## config.mk

```make
export PLATFORM = sky130hd
export DESIGN_NAME = btn_event_decoder
export DESIGN_NICKNAME = d
export VERILOG_FILES = /design/src/rtl/btn_event_decoder.sv
export SDC_FILE = /design/constraint.sdc
export NUM_CORES = 1
export LEC_CHECK = 0
export BUFFER_PORTS_ARGS = -buffer_cell sky130_fd_sc_hd__clkbuf_2
export CAP_MARGIN = 30
export CELL_PAD_IN_SITES_DETAIL_PLACEMENT = 1
export CELL_PAD_IN_SITES_GLOBAL_PLACEMENT = 1
export CORE_UTILIZATION = 54
export CTS_BUF_LIST = sky130_fd_sc_hd__clkbuf_8
export DETAILED_ROUTE_END_ITERATION = 10
export PLACE_DENSITY = 0.95
export SYNTH_ARGS = -nofsm -noshare
export SYNTH_HDL_FRONTEND = slang
export SYNTH_SLANG_ARGS = --single-unit
```

## constraint.sdc

```tcl
create_clock -name clk -period 2.8 [get_ports clk]
set_input_delay 0.28 -clock clk [delete_from_list [all_inputs] [get_ports clk]]
set_output_delay 0.28 -clock clk [all_outputs]
set_load 0.03 [all_outputs]
```

## src/rtl/btn_event_decoder.sv

```systemverilog
// btn_event_decoder
// Turns the debounced button level into single-cycle event strobes:
// short press, long press, auto-repeat while held and, when the
// BTN_DCLICK_EN macro is defined, double-click. Without BTN_DCLICK_EN the
// GAP/PRESS2 states are not built, o_double is tied low and o_short fires
// on the release edge. All event outputs and o_busy are registered.
module btn_event_decoder #(
  parameter int LONG_CNT   = 50_000_000,
  parameter int REPEAT_CNT = 10_000_000,
  parameter int DCLICK_CNT = 25_000_000
) (
  input  logic clk,
  input  logic reset,
  input  logic i_btn,
  output logic o_short,
  output logic o_long,
  output logic o_repeat,
  output logic o_double,
  output logic o_busy
);

  // One shared counter, sized for the largest interval it has to reach.
  localparam int MAX_LR  = (LONG_CNT > REPEAT_CNT) ? LONG_CNT : REPEAT_CNT;
  localparam int MAX_CNT = (MAX_LR > DCLICK_CNT) ? MAX_LR : DCLICK_CNT;
  localparam int CW      = (MAX_CNT > 2) ? $clog2(MAX_CNT) : 1;

  localparam logic [CW-1:0] CNT_ZERO    = {CW{1'b0}};
  localparam logic [CW-1:0] CNT_ONE     = CW'(1);
  localparam logic [CW-1:0] LONG_LAST   = CW'(LONG_CNT - 1);
  localparam logic [CW-1:0] REPEAT_LAST = CW'(REPEAT_CNT - 1);
`ifdef BTN_DCLICK_EN
  // The release edge itself is the first edge of the gap window, so the
  // gap expires when the counter (which starts on the next edge) reaches
  // DCLICK_CNT-2: o_short lands DCLICK_CNT-1 edges after the release edge.
  localparam logic [CW-1:0] GAP_LAST    = CW'(DCLICK_CNT - 2);
`endif

  typedef enum logic [2:0] {
    IDLE   = 3'd0,
    PRESS  = 3'd1,
    HOLD   = 3'd2
`ifdef BTN_DCLICK_EN
    ,
    GAP    = 3'd3,
    PRESS2 = 3'd4
`endif
  } state_e;

  state_e        state_r;
  logic [CW-1:0] cnt_r;
  logic          short_r;
  logic          long_r;
  logic          repeat_r;
  logic          busy_r;
`ifdef BTN_DCLICK_EN
  logic          double_r;
`endif

  // Gesture FSM: state, shared counter and all registered event strobes.
  always_ff @(posedge clk or posedge reset) begin
    if (reset) begin
      state_r  <= IDLE;
      cnt_r    <= CNT_ZERO;
      short_r  <= 1'b0;
      long_r   <= 1'b0;
      repeat_r <= 1'b0;
      busy_r   <= 1'b0;
`ifdef BTN_DCLICK_EN
      double_r <= 1'b0;
`endif
    end else begin
      // Strobes default low; busy stays high unless a branch returns to IDLE.
      short_r  <= 1'b0;
      long_r   <= 1'b0;
      repeat_r <= 1'b0;
      busy_r   <= 1'b1;
`ifdef BTN_DCLICK_EN
      double_r <= 1'b0;
`endif
      case (state_r)
        IDLE: begin
          cnt_r <= CNT_ZERO;
          if (i_btn) begin
            state_r <= PRESS;
          end else begin
            busy_r <= 1'b0;
          end
        end

        PRESS: begin
          if (!i_btn) begin
            cnt_r <= CNT_ZERO;
`ifdef BTN_DCLICK_EN
            // Defer the verdict: a quick re-press may still make this a double.
            state_r <= GAP;
`else
            short_r <= 1'b1;
            state_r <= IDLE;
            busy_r  <= 1'b0;
`endif
          end else if (cnt_r == LONG_LAST) begin
            long_r  <= 1'b1;
            cnt_r   <= CNT_ZERO;
            state_r <= HOLD;
          end else begin
            cnt_r <= cnt_r + CNT_ONE;
          end
        end

        HOLD: begin
          // Release wins over a repeat falling on the same edge.
          if (!i_btn) begin
            cnt_r   <= CNT_ZERO;
            state_r <= IDLE;
            busy_r  <= 1'b0;
          end else if (cnt_r == REPEAT_LAST) begin
            repeat_r <= 1'b1;
            cnt_r    <= CNT_ZERO;
          end else begin
            cnt_r <= cnt_r + CNT_ONE;
          end
        end

`ifdef BTN_DCLICK_EN
        GAP: begin
          if (i_btn) begin
            cnt_r   <= CNT_ZERO;
            state_r <= PRESS2;
          end else if (cnt_r == GAP_LAST) begin
            short_r <= 1'b1;
            cnt_r   <= CNT_ZERO;
            state_r <= IDLE;
            busy_r  <= 1'b0;
          end else begin
            cnt_r <= cnt_r + CNT_ONE;
          end
        end

        PRESS2: begin
          // Second press is not timed; only its release matters.
          cnt_r <= CNT_ZERO;
          if (!i_btn) begin
            double_r <= 1'b1;
            state_r  <= IDLE;
            busy_r   <= 1'b0;
          end else begin
            state_r <= PRESS2;
          end
        end
`endif

        default: begin
          cnt_r   <= CNT_ZERO;
          state_r <= IDLE;
          busy_r  <= 1'b0;
        end
      endcase
    end
  end

  assign o_short  = short_r;
  assign o_long   = long_r;
  assign o_repeat = repeat_r;
  assign o_busy   = busy_r;
`ifdef BTN_DCLICK_EN
  assign o_double = double_r;
`else
  assign o_double = 1'b0;
`endif

endmodule

```

==> results of run 1 <==
## worst paths after layout
check | slack [ns] | to
worst min-delay path | 0.08 | cnt_r[14]
max in group asynchronous | 2.43 | cnt_r[25]
worst max-delay path | 0.85 | cnt_r[25]
worst max register to register | 0.85 | cnt_r[25]
worst min register to register | 0.50 | cnt_r[0]
min in group clk | 0.29 | o_short
## synthesized netlist by cell type (2+ instances only)
master                     number
sky130_fd_sc_hd__and3_1         3
sky130_fd_sc_hd__nand3_1       15
sky130_fd_sc_hd__nor2_1        33
sky130_fd_sc_hd__dfrtp_1       32
sky130_fd_sc_hd__nand4_1        9
sky130_fd_sc_hd__inv_1          5
sky130_fd_sc_hd__nor4b_1        3
sky130_fd_sc_hd__xnor2_1        7
sky130_fd_sc_hd__nand2_1        9
sky130_fd_sc_hd__nor2b_1        2
sky130_fd_sc_hd__and4_1         4
sky130_fd_sc_hd__buf_6          2
sky130_fd_sc_hd__nor3_1         3
sky130_fd_sc_hd__nand4_2        2
sky130_fd_sc_hd__a21o_1         2
sky130_fd_sc_hd__nor4bb_1       2
sky130_fd_sc_hd__xor2_1        17
sky130_fd_sc_hd__ha_1           5
## cell families (layout without fill, tap and decap cells)
kind of cell,after synthesis,count (layout),synth area share [%]
adders and majority gates,5,5,3.63
and+or+nand+nor,93,93,30.8
AOI/OAI and AO/OA,7,7,2.69
xor gates and xnor gates,24,24,12.2
other,1,1,0.218
DFF,32,32,46.5
buffers and inverters,10,20,3.92
## critical path: stages, from the launching register on
cell                      delay (ns)
sky130_fd_sc_hd__dfrtp_1        0.39
sky130_fd_sc_hd__ha_1           0.24
sky130_fd_sc_hd__and4_4         0.27
sky130_fd_sc_hd__nand4_1        0.18
sky130_fd_sc_hd__o21ai_2        0.22
sky130_fd_sc_hd__a21o_1         0.15
sky130_fd_sc_hd__buf_4          0.27
sky130_fd_sc_hd__nor2_1         0.10
## state kept, by name, indices dropped and copies added, names as in the netlist
name      cells
o_long        1
o_short       1
o_repeat      1
cnt_r        26
state_r       2
o_busy        1
## power breakdown
group,total (W),switching [W],internal (W)
Combinational,0.000141,0.0000955,0.0000456
Clock,0.000328,0.000163,0.000165
Sequential,0.000496,0.0000176,0.000479
## layout make-up
class | count | area share (%)
clock inverters | 2 | 0.473
repair buffers | 8 | 2.43
multi-input cells | 130 | 46.1
inverters | 5 | 1.01
flip-flops and latches | 32 | 43.3
well taps | 44 | 2.97
clock buffers | 5 | 3.72
## per-layer routing
layer | GRT usage, % | vias to the layer above | wire [µm]
li1 | - | 609 | -
met1 | 31.4 | 641 | 1670
met2 | 41.5 | 16 | 1810
met3 | 6.59 | 6 | 99
met4 | 8.50 | 0 | 51
met5 | 0 | - | 0
## through the flow
step	util [%]	setup slack (ns)	instance area [µm²]	std cells
after floorplan	-	1.14	1720	172
after global placement	58.6	1.02	1770	219
after detailed placement	58.6	0.891	1770	219
after CTS	61.1	0.834	1850	226
after global routing	61.1	0.722	1850	226
final	61.1	0.850	1850	226
==> qor.json, run 1 <==
{
  "logic_synthesis": {
    "synth_top_area_share_pct": 46.5,
    "post_synth_instance_area_mm2": 0.00172,
    "synth-seq-area-share_pct": 46.5,
    "netlist-cell-type-count": 35,
    "synthesized_netlist_net_count": 180,
    "synth-edff-count": 0,
    "share_of_synthesized_registers_carrying_an_async_set_or_reset_pct": 100,
    "dominant_cells_by_area_after_synthesis": "sky130_fd_sc_hd__dfrtp_1 47%, sky130_fd_sc_hd__xor2_1 8.6%, sky130_fd_sc_hd__nor2_1 7.2%",
    "avgSynthCellArea_um2": 10.0,
    "synth_top_area_cell": "sky130_fd_sc_hd__dfrtp_1",
    "synthCells": 172,
    "yosysWarnings": 0,
    "synth_flop_cell": "sky130_fd_sc_hd__dfrtp_1",
    "synth_seq_cells": 32
  },
  "sta": {
    "setup_total_negative_slack_ns": 0,
    "final_cycle_share_pct": 69.6,
    "finalHoldViolCount": 0,
    "grt_setup_unrepaired": "no",
    "final.hold.worst_slack_ns": 0.0760,
    "report.final.setup_viol": 0,
    "fin_crit_ns": 1.95,
    "fmax_mhz": 513,
    "maxSlewViolCount": 0,
    "skew_ns": 0.00383
  },
  "clocking": {
    "post_cts_buffers": 0,
    "clock_sinks": 32,
    "holdBufCountCts": 0,
    "clkTransAtPathRegs_ns": 0.06,
    "insertion_delay_ns": 0.28,
    "number_of_cts_inserted_buffers": 5,
    "cts_tree": "yes",
    "clock_tree.buffer_depth": 2,
    "clockRootBuffer": "sky130_fd_sc_hd__clkbuf_8",
    "number_of_resized_instances_in_the_post_cts_repair_step": 0,
    "h-tree-depth": 2
  },
  "setup_path": {
    "critical_path.startpoint": "cnt_r[0]",
    "worstReg2RegStart": "cnt_r[0]",
    "crit_path_start_kind": "flop",
    "timing.setup.critical_path_class": "flop to flop",
    "path_max_fanout": 26,
    "rr_worst_depth": 7,
    "cp.required_ns": 2.96,
    "sort_of_element_at_the_end_of_the_critical_path": "flop",
    "arrival_ns": 2.11
  },
  "detailed_routing": {
    "drc": 0,
    "drt-pass1-iter-count": 4,
    "detail_route.wl_per_cell_um": 16.1,
    "routed_wirelength_mm": 3.63,
    "detailroute.via_count": 1272,
    "drt_iter0_drc": 52,
    "detail-route-antenna-nets": 0,
    "vias_per_cell": 5.63
  },
  "pwr": {
    "p_per_area_mw_per_mm2": 521,
    "p_total_w": 0.000965,
    "cellLeakagePower_nw": 0.793,
    "power.ir.vdd_worst_uv": 350
  },
  "global_route": {
    "grt_antenna_before_repair": 0,
    "globalRouteTotalUtil_pct": 24.9,
    "largest_net_degree_at_the_start_of_global_routing": 33,
    "grt_first_pass_wirelength_mm": 6.22,
    "first_global_vias": 1335,
    "overflow": 0
  },
  "die": {
    "initial_utilization_pct": 56.9,
    "num_io_pins": 8,
    "placementRows": 20,
    "die_height_um": 58.5,
    "die_area_mm2": 0.00342,
    "die_width_um": 58.5,
    "core_region_area_mm2": 0.00303
  },
  "run": {
    "max-cap-violations": 0
  },
  "placement": {
    "place_congestion": 0.823,
    "portBuffers": 6,
    "hpwlAfterDp_mm": 2.53
  },
  "worst_hold_path": {
    "min_path_type": "input pin to asynchronous set/reset pin"
  },
  "outcome": {
    "outcome": "completed"
  },
  "final_layout": {
    "sequential_cell_area_um2": 801,
    "insertedDiodeCount": 0,
    "layout.nets": 190,
    "post_route_cells_drive_above_1_share_pct": 11.5,
    "filler_cell_count": 331,
    "syn_to_final_growth_pct": 7.49,
    "multi_input_comb_area_um2": 853,
    "layout_common_cells": "33 x sky130_fd_sc_hd__nor2_1, 32 x sky130_fd_sc_hd__dfrtp_1, 17 x sky130_fd_sc_hd__xor2_1",
    "final_common_cell": "sky130_fd_sc_hd__nor2_1"
  }
}
Power figures use the tool's default switching activity.
==> run 2: changes to the inputs <==
- CORE_UTILIZATION: 54 -> 50
- PLACE_DENSITY: 0.95 -> 0.89
- clock period: 2.8 -> 1.95 ns (I/O delays scaled with it)
==> qor.json, run 2 (synthesis gave the netlist of run 1 again) <==
{
  "clocking": {
    "insertion_delay": {"value": 0.28, "unit": "ns", "change": "about the same"},
    "h-tree-depth": {"value": 2, "change": "unchanged"},
    "clock_tree.buffer_depth": {"value": 2, "change": "unchanged"},
    "cts_tree": {"value": "yes", "change": "unchanged"},
    "number_of_resized_instances_in_the_post_cts_repair_step": {"value": 0, "change": "unchanged"},
    "number_of_cts_inserted_buffers": {"value": 5, "change": "unchanged"},
    "clock_sinks": {"value": 32, "change": "unchanged"},
    "clkTransAtPathRegs": {"value": 0.07, "unit": "ns", "change": "was 0.06 ns"},
    "clockRootBuffer": {"value": "sky130_fd_sc_hd__clkbuf_8", "change": "unchanged"}
  },
  "global_route": {
    "grt_antenna_before_repair": {"value": 0, "change": "unchanged"},
    "first_global_vias": {"value": 1439, "change": "was 1335"},
    "grt_first_pass_wirelength": {"value": 6.91, "unit": "mm", "change": "was 6.22 mm"},
    "overflow": {"value": 0, "change": "unchanged"},
    "globalRouteTotalUtil": {"value": 26.1, "unit": "%", "change": "was 24.9%"},
    "largest_net_degree_at_the_start_of_global_routing": {"value": 33, "change": "unchanged"}
  },
  "final_layout": {
    "layout.nets": {"value": 193, "change": "was 190"},
    "largest_register_ffs": {"value": 26, "change": "unchanged"},
    "largest_register_by_flop_count": {"value": "cnt_r", "change": "unchanged"},
    "top_regs": {"value": "cnt_r (26), state_r (2)", "change": "unchanged"},
    "syn_to_final_growth": {"value": 11.8, "unit": "%", "change": "was 7.49%"},
    "final_common_cell": {"value": "sky130_fd_sc_hd__nor2_1", "change": "unchanged"},
    "layout_common_cells": {"value": "33 x sky130_fd_sc_hd__nor2_1, 32 x sky130_fd_sc_hd__dfrtp_1, 17 x sky130_fd_sc_hd__xor2_1", "change": "unchanged"},
    "post_route_cells_drive_above_1_share": {"value": 13.4, "unit": "%", "change": "was 11.5%"},
    "insertedDiodeCount": {"value": 0, "change": "unchanged"}
  },
  "sta": {
    "final.hold.worst_slack": {"value": 0.222, "unit": "ns", "change": "was 0.0760 ns"},
    "skew": {"value": 0.00798, "unit": "ns", "change": "was 0.00383 ns"},
    "report.final.setup_viol": {"value": 0, "change": "unchanged"},
    "setup_total_negative_slack": {"value": 0, "unit": "ns", "change": "unchanged"},
    "maxSlewViolCount": {"value": 0, "change": "unchanged"},
    "finalHoldViolCount": {"value": 0, "change": "unchanged"},
    "fin_crit": {"value": 1.84, "unit": "ns", "change": "was 1.95 ns"},
    "final_cycle_share": {"value": 94.3, "unit": "%", "change": "was 69.6%"},
    "fmax": {"value": 544, "unit": "MHz", "change": "was 513 MHz"}
  },
  "detailed_routing": {
    "routed_wirelength": {"value": 4.07, "unit": "mm", "change": "was 3.63 mm"},
    "vias_per_cell": {"value": 5.80, "change": "was 5.63"},
    "detail-route-antenna-nets": {"value": 0, "change": "unchanged"},
    "drc": {"value": 0, "change": "unchanged"},
    "drt_iter0_drc": {"value": 75, "change": "was 52"},
    "drt-pass1-iter-count": {"value": 4, "change": "unchanged"},
    "detail_route.wl_per_cell": {"value": 17.7, "unit": "µm", "change": "was 16.1 µm"},
    "detailroute.via_count": {"value": 1334, "change": "was 1272"}
  },
  "die": {
    "die_height": {"value": 60.7, "unit": "µm", "change": "was 58.5 µm"},
    "core_region_area": {"value": 0.00315, "unit": "mm²", "change": "was 0.00303 mm²"},
    "num_io_pins": {"value": 8, "change": "unchanged"},
    "initial_utilization": {"value": 54.6, "unit": "%", "change": "was 56.9%"},
    "die_area": {"value": 0.00368, "unit": "mm²", "change": "was 0.00342 mm²"},
    "placementRows": {"value": 20, "change": "unchanged"},
    "die_width": {"value": 60.7, "unit": "µm", "change": "was 58.5 µm"}
  },
  "setup_path": {
    "path_max_fanout": {"value": 13, "change": "was 26"},
    "timing.critical_path.max_delay_family": {"value": "simple AND/OR/NAND/NOR gates", "change": "unchanged"},
    "timing.setup.critical_path_class": {"value": "flop to flop", "change": "unchanged"},
    "worst-path-buf-inv": {"value": 1, "change": "unchanged"},
    "critical_path.reg2reg.endpoint": {"value": "cnt_r[8]", "change": "was cnt_r[25]"},
    "crit_path_top_delay_cell": {"value": "sky130_fd_sc_hd__dfrtp_1", "change": "unchanged"},
    "critical_path_cell_by_cell": {"value": "ha_1, and4_4, nand4_1, o21ai_2, a21o_1, buf_4, nor2_1", "change": "unchanged"},
    "cp.required": {"value": 2.12, "unit": "ns", "change": "was 2.96 ns"},
    "worstReg2RegStart": {"value": "cnt_r[0]", "change": "unchanged"},
    "reg2reg_slack": {"value": 0.11, "unit": "ns", "change": "was 0.85 ns"},
    "arrival": {"value": 2.01, "unit": "ns", "change": "was 2.11 ns"},
    "critical_path.startpoint": {"value": "cnt_r[0]", "change": "unchanged"},
    "cp_num_cells": {"value": 7, "change": "unchanged"},
    "largest_stage_delay_on_the_critical_path": {"value": 0.40, "unit": "ns", "change": "was 0.39 ns"},
    "timing.critical_path.to": {"value": "cnt_r[8]", "change": "was cnt_r[25]"},
    "crit_path_start_kind": {"value": "flop", "change": "unchanged"},
    "rr_worst_depth": {"value": 7, "change": "unchanged"},
    "sort_of_element_at_the_end_of_the_critical_path": {"value": "flop", "change": "unchanged"}
  },
  "pwr": {
    "p_seq_share": {"value": 43.8, "unit": "%", "change": "was 51.4%"},
    "total_switching_power": {"value": 0.000418, "unit": "W", "change": "was 0.000276 W"},
    "clockPowerShare": {"value": 42.8, "unit": "%", "change": "was 34.0%"},
    "p_per_area": {"value": 846, "unit": "mW/mm²", "change": "was 521 mW/mm²"},
    "cellLeakagePower": {"value": 0.824, "unit": "nW", "change": "was 0.793 nW"},
    "power.combinational.fraction": {"value": 13.4, "unit": "%", "change": "was 14.6%"},
    "internal-power": {"value": 0.00121, "unit": "W", "change": "was 0.000689 W"},
    "sw_frac_of_total": {"value": 25.7, "unit": "%", "change": "was 28.6%"},
    "power.ir.vdd_worst": {"value": 499, "unit": "µV", "change": "was 350 µV"}
  },
  "worst_hold_path": {
    "min_path_type": {"value": "input pin to flop", "change": "was input pin to asynchronous set/reset pin"}
  },
  "placement": {
    "hpwlAfterDp": {"value": 2.71, "unit": "mm", "change": "was 2.53 mm"},
    "place_congestion": {"value": 0.787, "change": "was 0.823"},
    "portBuffers": {"value": 6, "change": "unchanged"}
  },
  "run": {
    "max-cap-violations": {"value": 0, "change": "unchanged"}
  },
  "outcome": {
    "outcome": {"value": "completed", "change": "unchanged"}
  }
}
[run 2: cell type report]
cell class              count  area [µm²]
clock buffers               7        96.3
clock inverters             1        30.0
fillers                   373        1230
inverters                   5        18.8
multi-input cells         130         853
flip-flops and latches     32         801
well taps                  44        55.1
repair buffers             11        70.1
[run 2: layer usage]
| layer | up-vias | routed length, µm | global-route usage [%] |
|---|---|---|---|
| li1 | 615 | - | - |
| met1 | 678 | 1740 | 31.7 |
| met2 | 28 | 2120 | 43.8 |
| met3 | 13 | 119 | 6.40 |
| met4 | 0 | 86 | 11.7 |
| met5 | - | 0 | 0 |
[run 2: stage by stage]
step | utilization (%) | worst slack, ns | instance area [µm²] | std cells | total power [W]
after floorplan | - | 0.289 | 1720 | 172 | 0.000899
after global placement | 56.5 | 0.229 | 1780 | 220 | 0.000915
after detailed placement | 56.5 | 0.122 | 1780 | 220 | 0.000932
after CTS | 60.8 | 0.0431 | 1920 | 229 | 0.00164
after global routing | 61.0 | -0.00997 | 1920 | 230 | 0.00169
final | 61.0 | 0.110 | 1920 | 230 | 0.00163
[run 2: repair_timing]
| item | in CTS | in global routing |
|---|---|---|
| setup buffers | 0 | 1 |
| hold buffers | 1 | 0 |
| setup endpoints to repair | 0 | 26 |
| hold endpoints to repair | 32 | 0 |
[run 2: worst min-delay path by stage]
| stage | from | endpoint | slack, ns | cells past startpoint |
|---|---|---|---|---|
| final | i_btn | o_short | 0.22 | 2 |
| after detailed placement | reset | cnt_r[23] | 0.29 | 3 |
| after CTS | i_btn | o_short | 0.21 | 2 |
| after floorplan | reset | cnt_r[0] | 0.31 | 1 |
| after global routing | i_btn | o_short | 0.25 | 2 |
| after global placement | reset | cnt_r[22] | 0.27 | 3 |
[run 2: power by group through the flow]
stage	sequential (W)	clock, W	combinational, W
floorplan	0.000731	0	0.000168
finish	0.000713	0.000697	0.000219
CTS	0.000712	0.000708	0.000218
detailed placement	0.000723	0	0.000209
global placement	0.000719	0	0.000196
global route	0.000716	0.000730	0.000243
==> run 3: changes to the inputs <==
==> constraint.sdc (replaced) <==
create_clock -name clk -period 1.95 [get_ports clk]
set_input_delay 0.39 -clock clk [delete_from_list [all_inputs] [get_ports clk]]
set_output_delay 0.39 -clock clk [all_outputs]
set_load 0.03 [all_outputs]
==> qor.json, run 3 (synthesis gave the netlist of run 1 again) <==
{
  "pwr": {
    "p_total": {"value": 0.00163, "unit": "W", "change": "about the same"},
    "cellLeakagePower": {"value": 0.820, "unit": "nW", "change": "was 0.824 nW"},
    "power.ir.vdd_worst": {"value": 501, "unit": "µV", "change": "was 499 µV"},
    "p_per_area": {"value": 850, "unit": "mW/mm²", "change": "was 846 mW/mm²"}
  },
  "outcome": {
    "outcome": {"value": "completed", "change": "unchanged"}
  },
  "setup_path": {
    "timing.setup.critical_path_class": {"value": "flop to flop", "change": "unchanged"},
    "sort_of_element_at_the_end_of_the_critical_path": {"value": "flop", "change": "unchanged"},
    "arrival": {"value": 2.01, "unit": "ns", "change": "about the same"},
    "crit_path_start_kind": {"value": "flop", "change": "unchanged"},
    "path_max_fanout": {"value": 13, "change": "unchanged"},
    "cp.required": {"value": 2.12, "unit": "ns", "change": "about the same"}
  },
  "die": {
    "die_height": {"value": 60.7, "unit": "µm", "change": "unchanged"},
    "die_area": {"value": 0.00368, "unit": "mm²", "change": "unchanged"},
    "die_width": {"value": 60.7, "unit": "µm", "change": "unchanged"},
    "initial_utilization": {"value": 54.6, "unit": "%", "change": "unchanged"},
    "num_io_pins": {"value": 8, "change": "unchanged"},
    "core_region_area": {"value": 0.00315, "unit": "mm²", "change": "unchanged"},
    "placementRows": {"value": 20, "change": "unchanged"}
  },
  "global_route": {
    "globalRouteTotalUtil": {"value": 26.0, "unit": "%", "change": "was 26.1%"},
    "overflow": {"value": 0, "change": "unchanged"},
    "grt_antenna_before_repair": {"value": 0, "change": "unchanged"},
    "first_global_vias": {"value": 1427, "change": "was 1439"},
    "grt_first_pass_wirelength": {"value": 6.89, "unit": "mm", "change": "was 6.91 mm"},
    "largest_net_degree_at_the_start_of_global_routing": {"value": 33, "change": "unchanged"}
  },
  "final_layout": {
    "largest_register_ffs": {"value": 26, "change": "unchanged"},
    "layout.nets": {"value": 192, "change": "was 193"},
    "insertedDiodeCount": {"value": 0, "change": "unchanged"},
    "largest_register_by_flop_count": {"value": "cnt_r", "change": "unchanged"},
    "layout_common_cells": {"value": "33 x sky130_fd_sc_hd__nor2_1, 32 x sky130_fd_sc_hd__dfrtp_1, 17 x sky130_fd_sc_hd__xor2_1", "change": "unchanged"},
    "post_route_cells_drive_above_1_share": {"value": 13.5, "unit": "%", "change": "was 13.4%"},
    "multi_input_comb_area": {"value": 853, "unit": "µm²", "change": "unchanged"},
    "syn_to_final_growth": {"value": 11.2, "unit": "%", "change": "was 11.8%"},
    "instances_no_fill": {"value": 229, "change": "was 230"},
    "final_common_cell": {"value": "sky130_fd_sc_hd__nor2_1", "change": "unchanged"},
    "sequential_cell_area": {"value": 801, "unit": "µm²", "change": "unchanged"},
    "top_regs": {"value": "cnt_r (26), state_r (2)", "change": "unchanged"},
    "filler_cell_count": {"value": 374, "change": "was 373"}
  },
  "clocking": {
    "clock_tree.buffer_depth": {"value": 2, "change": "unchanged"},
    "number_of_resized_instances_in_the_post_cts_repair_step": {"value": 0, "change": "unchanged"},
    "clock_sinks": {"value": 32, "change": "unchanged"},
    "number_of_cts_inserted_buffers": {"value": 5, "change": "unchanged"},
    "cts_tree": {"value": "yes", "change": "unchanged"},
    "insertion_delay": {"value": 0.28, "unit": "ns", "change": "about the same"},
    "clockRootBuffer": {"value": "sky130_fd_sc_hd__clkbuf_8", "change": "unchanged"},
    "h-tree-depth": {"value": 2, "change": "unchanged"},
    "clkTransAtPathRegs": {"value": 0.07, "unit": "ns", "change": "about the same"}
  },
  "detailed_routing": {
    "drc": {"value": 0, "change": "unchanged"},
    "detail_route.wl_per_cell": {"value": 17.7, "unit": "µm", "change": "about the same"},
    "vias_per_cell": {"value": 5.80, "change": "about the same"},
    "detailroute.via_count": {"value": 1329, "change": "was 1334"},
    "drt-pass1-iter-count": {"value": 4, "change": "unchanged"},
    "drt_iter0_drc": {"value": 65, "change": "was 75"},
    "detail-route-antenna-nets": {"value": 0, "change": "unchanged"},
    "routed_wirelength": {"value": 4.05, "unit": "mm", "change": "was 4.07 mm"}
  },
  "sta": {
    "maxSlewViolCount": {"value": 0, "change": "unchanged"},
    "fmax": {"value": 544, "unit": "MHz", "change": "about the same"},
    "finalHoldViolCount": {"value": 0, "change": "unchanged"},
    "fin_crit": {"value": 1.84, "unit": "ns", "change": "about the same"},
    "setup_total_negative_slack": {"value": 0, "unit": "ns", "change": "unchanged"},
    "report.final.setup_viol": {"value": 0, "change": "unchanged"},
    "final_cycle_share": {"value": 94.3, "unit": "%", "change": "about the same"},
    "skew": {"value": 0.00798, "unit": "ns", "change": "about the same"}
  },
  "run": {
    "max-cap-violations": {"value": 0, "change": "unchanged"}
  },
  "placement": {
    "hpwlAfterDp": {"value": 2.71, "unit": "mm", "change": "unchanged"},
    "portBuffers": {"value": 6, "change": "unchanged"},
    "dp.cells": {"value": 220, "change": "unchanged"},
    "place_congestion": {"value": 0.787, "change": "unchanged"}
  },
  "worst_hold_path": {
    "min_path_type": {"value": "input pin to asynchronous set/reset pin", "change": "was input pin to flop"}
  }
}
==> run 3: changes by cell type in the layout (fill, tap and decap cells not counted) <==
| cell | before | now |
|---|---|---|
| sky130_fd_sc_hd__dlygate4sd3_1 | 1 | 0 |
==> run 3: per-stage QoR <==
| step | instance area (µm²) | hold WS (ns) | utilization (%) | worst slack (ns) |
|---|---|---|---|---|
| floorplan | 1720 | 0.443 | - | 0.289 |
| global placement | 1780 | 0.459 | 56.5 | 0.229 |
| detailed placement | 1780 | 0.487 | 56.5 | 0.122 |
| CTS | 1910 | 0.182 | 60.5 | 0.0431 |
| global route | 1910 | 0.209 | 60.7 | -0.00997 |
| finish | 1910 | 0.170 | 60.7 | 0.111 |
==> run 3: where the power goes <==
group	switching (W)	total [W]	leakage [nW]	internal, W
logic	0.000145	0.000217	0.314	0.0000719
clock network	0.000246	0.000697	0.0645	0.000451
registers	0.0000258	0.000713	0.442	0.000687
total	0.000417	0.00163	0.820	0.00121
==> run 3: cell type report <==
class / instances / area share [%]
multi-input combinational: 130 / 44.6
tap: 44 / 2.88
inverter: 5 / 0.980
timing repair buffer: 10 / 3.14
clock buffer: 7 / 5.03
sequential: 32 / 41.8
clock inverter: 1 / 1.57
==> run 3: repair_timing <==
action                                  4_1_cts  5_1_grt
endpoints found under the setup margin        0       26
hold buffers                                  0        0
buffers inserted                              0        1
==> run 3: metal layers <==
metal	wire length [µm]	GRT usage, %
met3	120	6.40
met5	0	0
met1	1740	31.7
met2	2100	43.5
met4	86	11.7
==> run 3: final timing paths <==
check	slack (ns)	start	cells past startpoint	end
worst max-delay path	0.11	cnt_r[0]	7	cnt_r[8]
max in group asynchronous	1.49	reset	3	state_r[0]
worst min-delay path	0.17	reset	3	cnt_r[23]
worst min register to register	0.50	cnt_r[0]	1	cnt_r[0]
worst max register to register	0.11	cnt_r[0]	7	cnt_r[8]
min in group clk	0.42	i_btn	2	o_short
==> run 3: critical path, stage by stage, from the launching register on <==
cell and delay (ns):
sky130_fd_sc_hd__dfrtp_1 0.40, sky130_fd_sc_hd__ha_1 0.25, sky130_fd_sc_hd__and4_4 0.29, sky130_fd_sc_hd__nand4_1 0.16, sky130_fd_sc_hd__o21ai_2 0.19, sky130_fd_sc_hd__a21o_1 0.15, sky130_fd_sc_hd__buf_4 0.19, sky130_fd_sc_hd__nor2_1 0.09
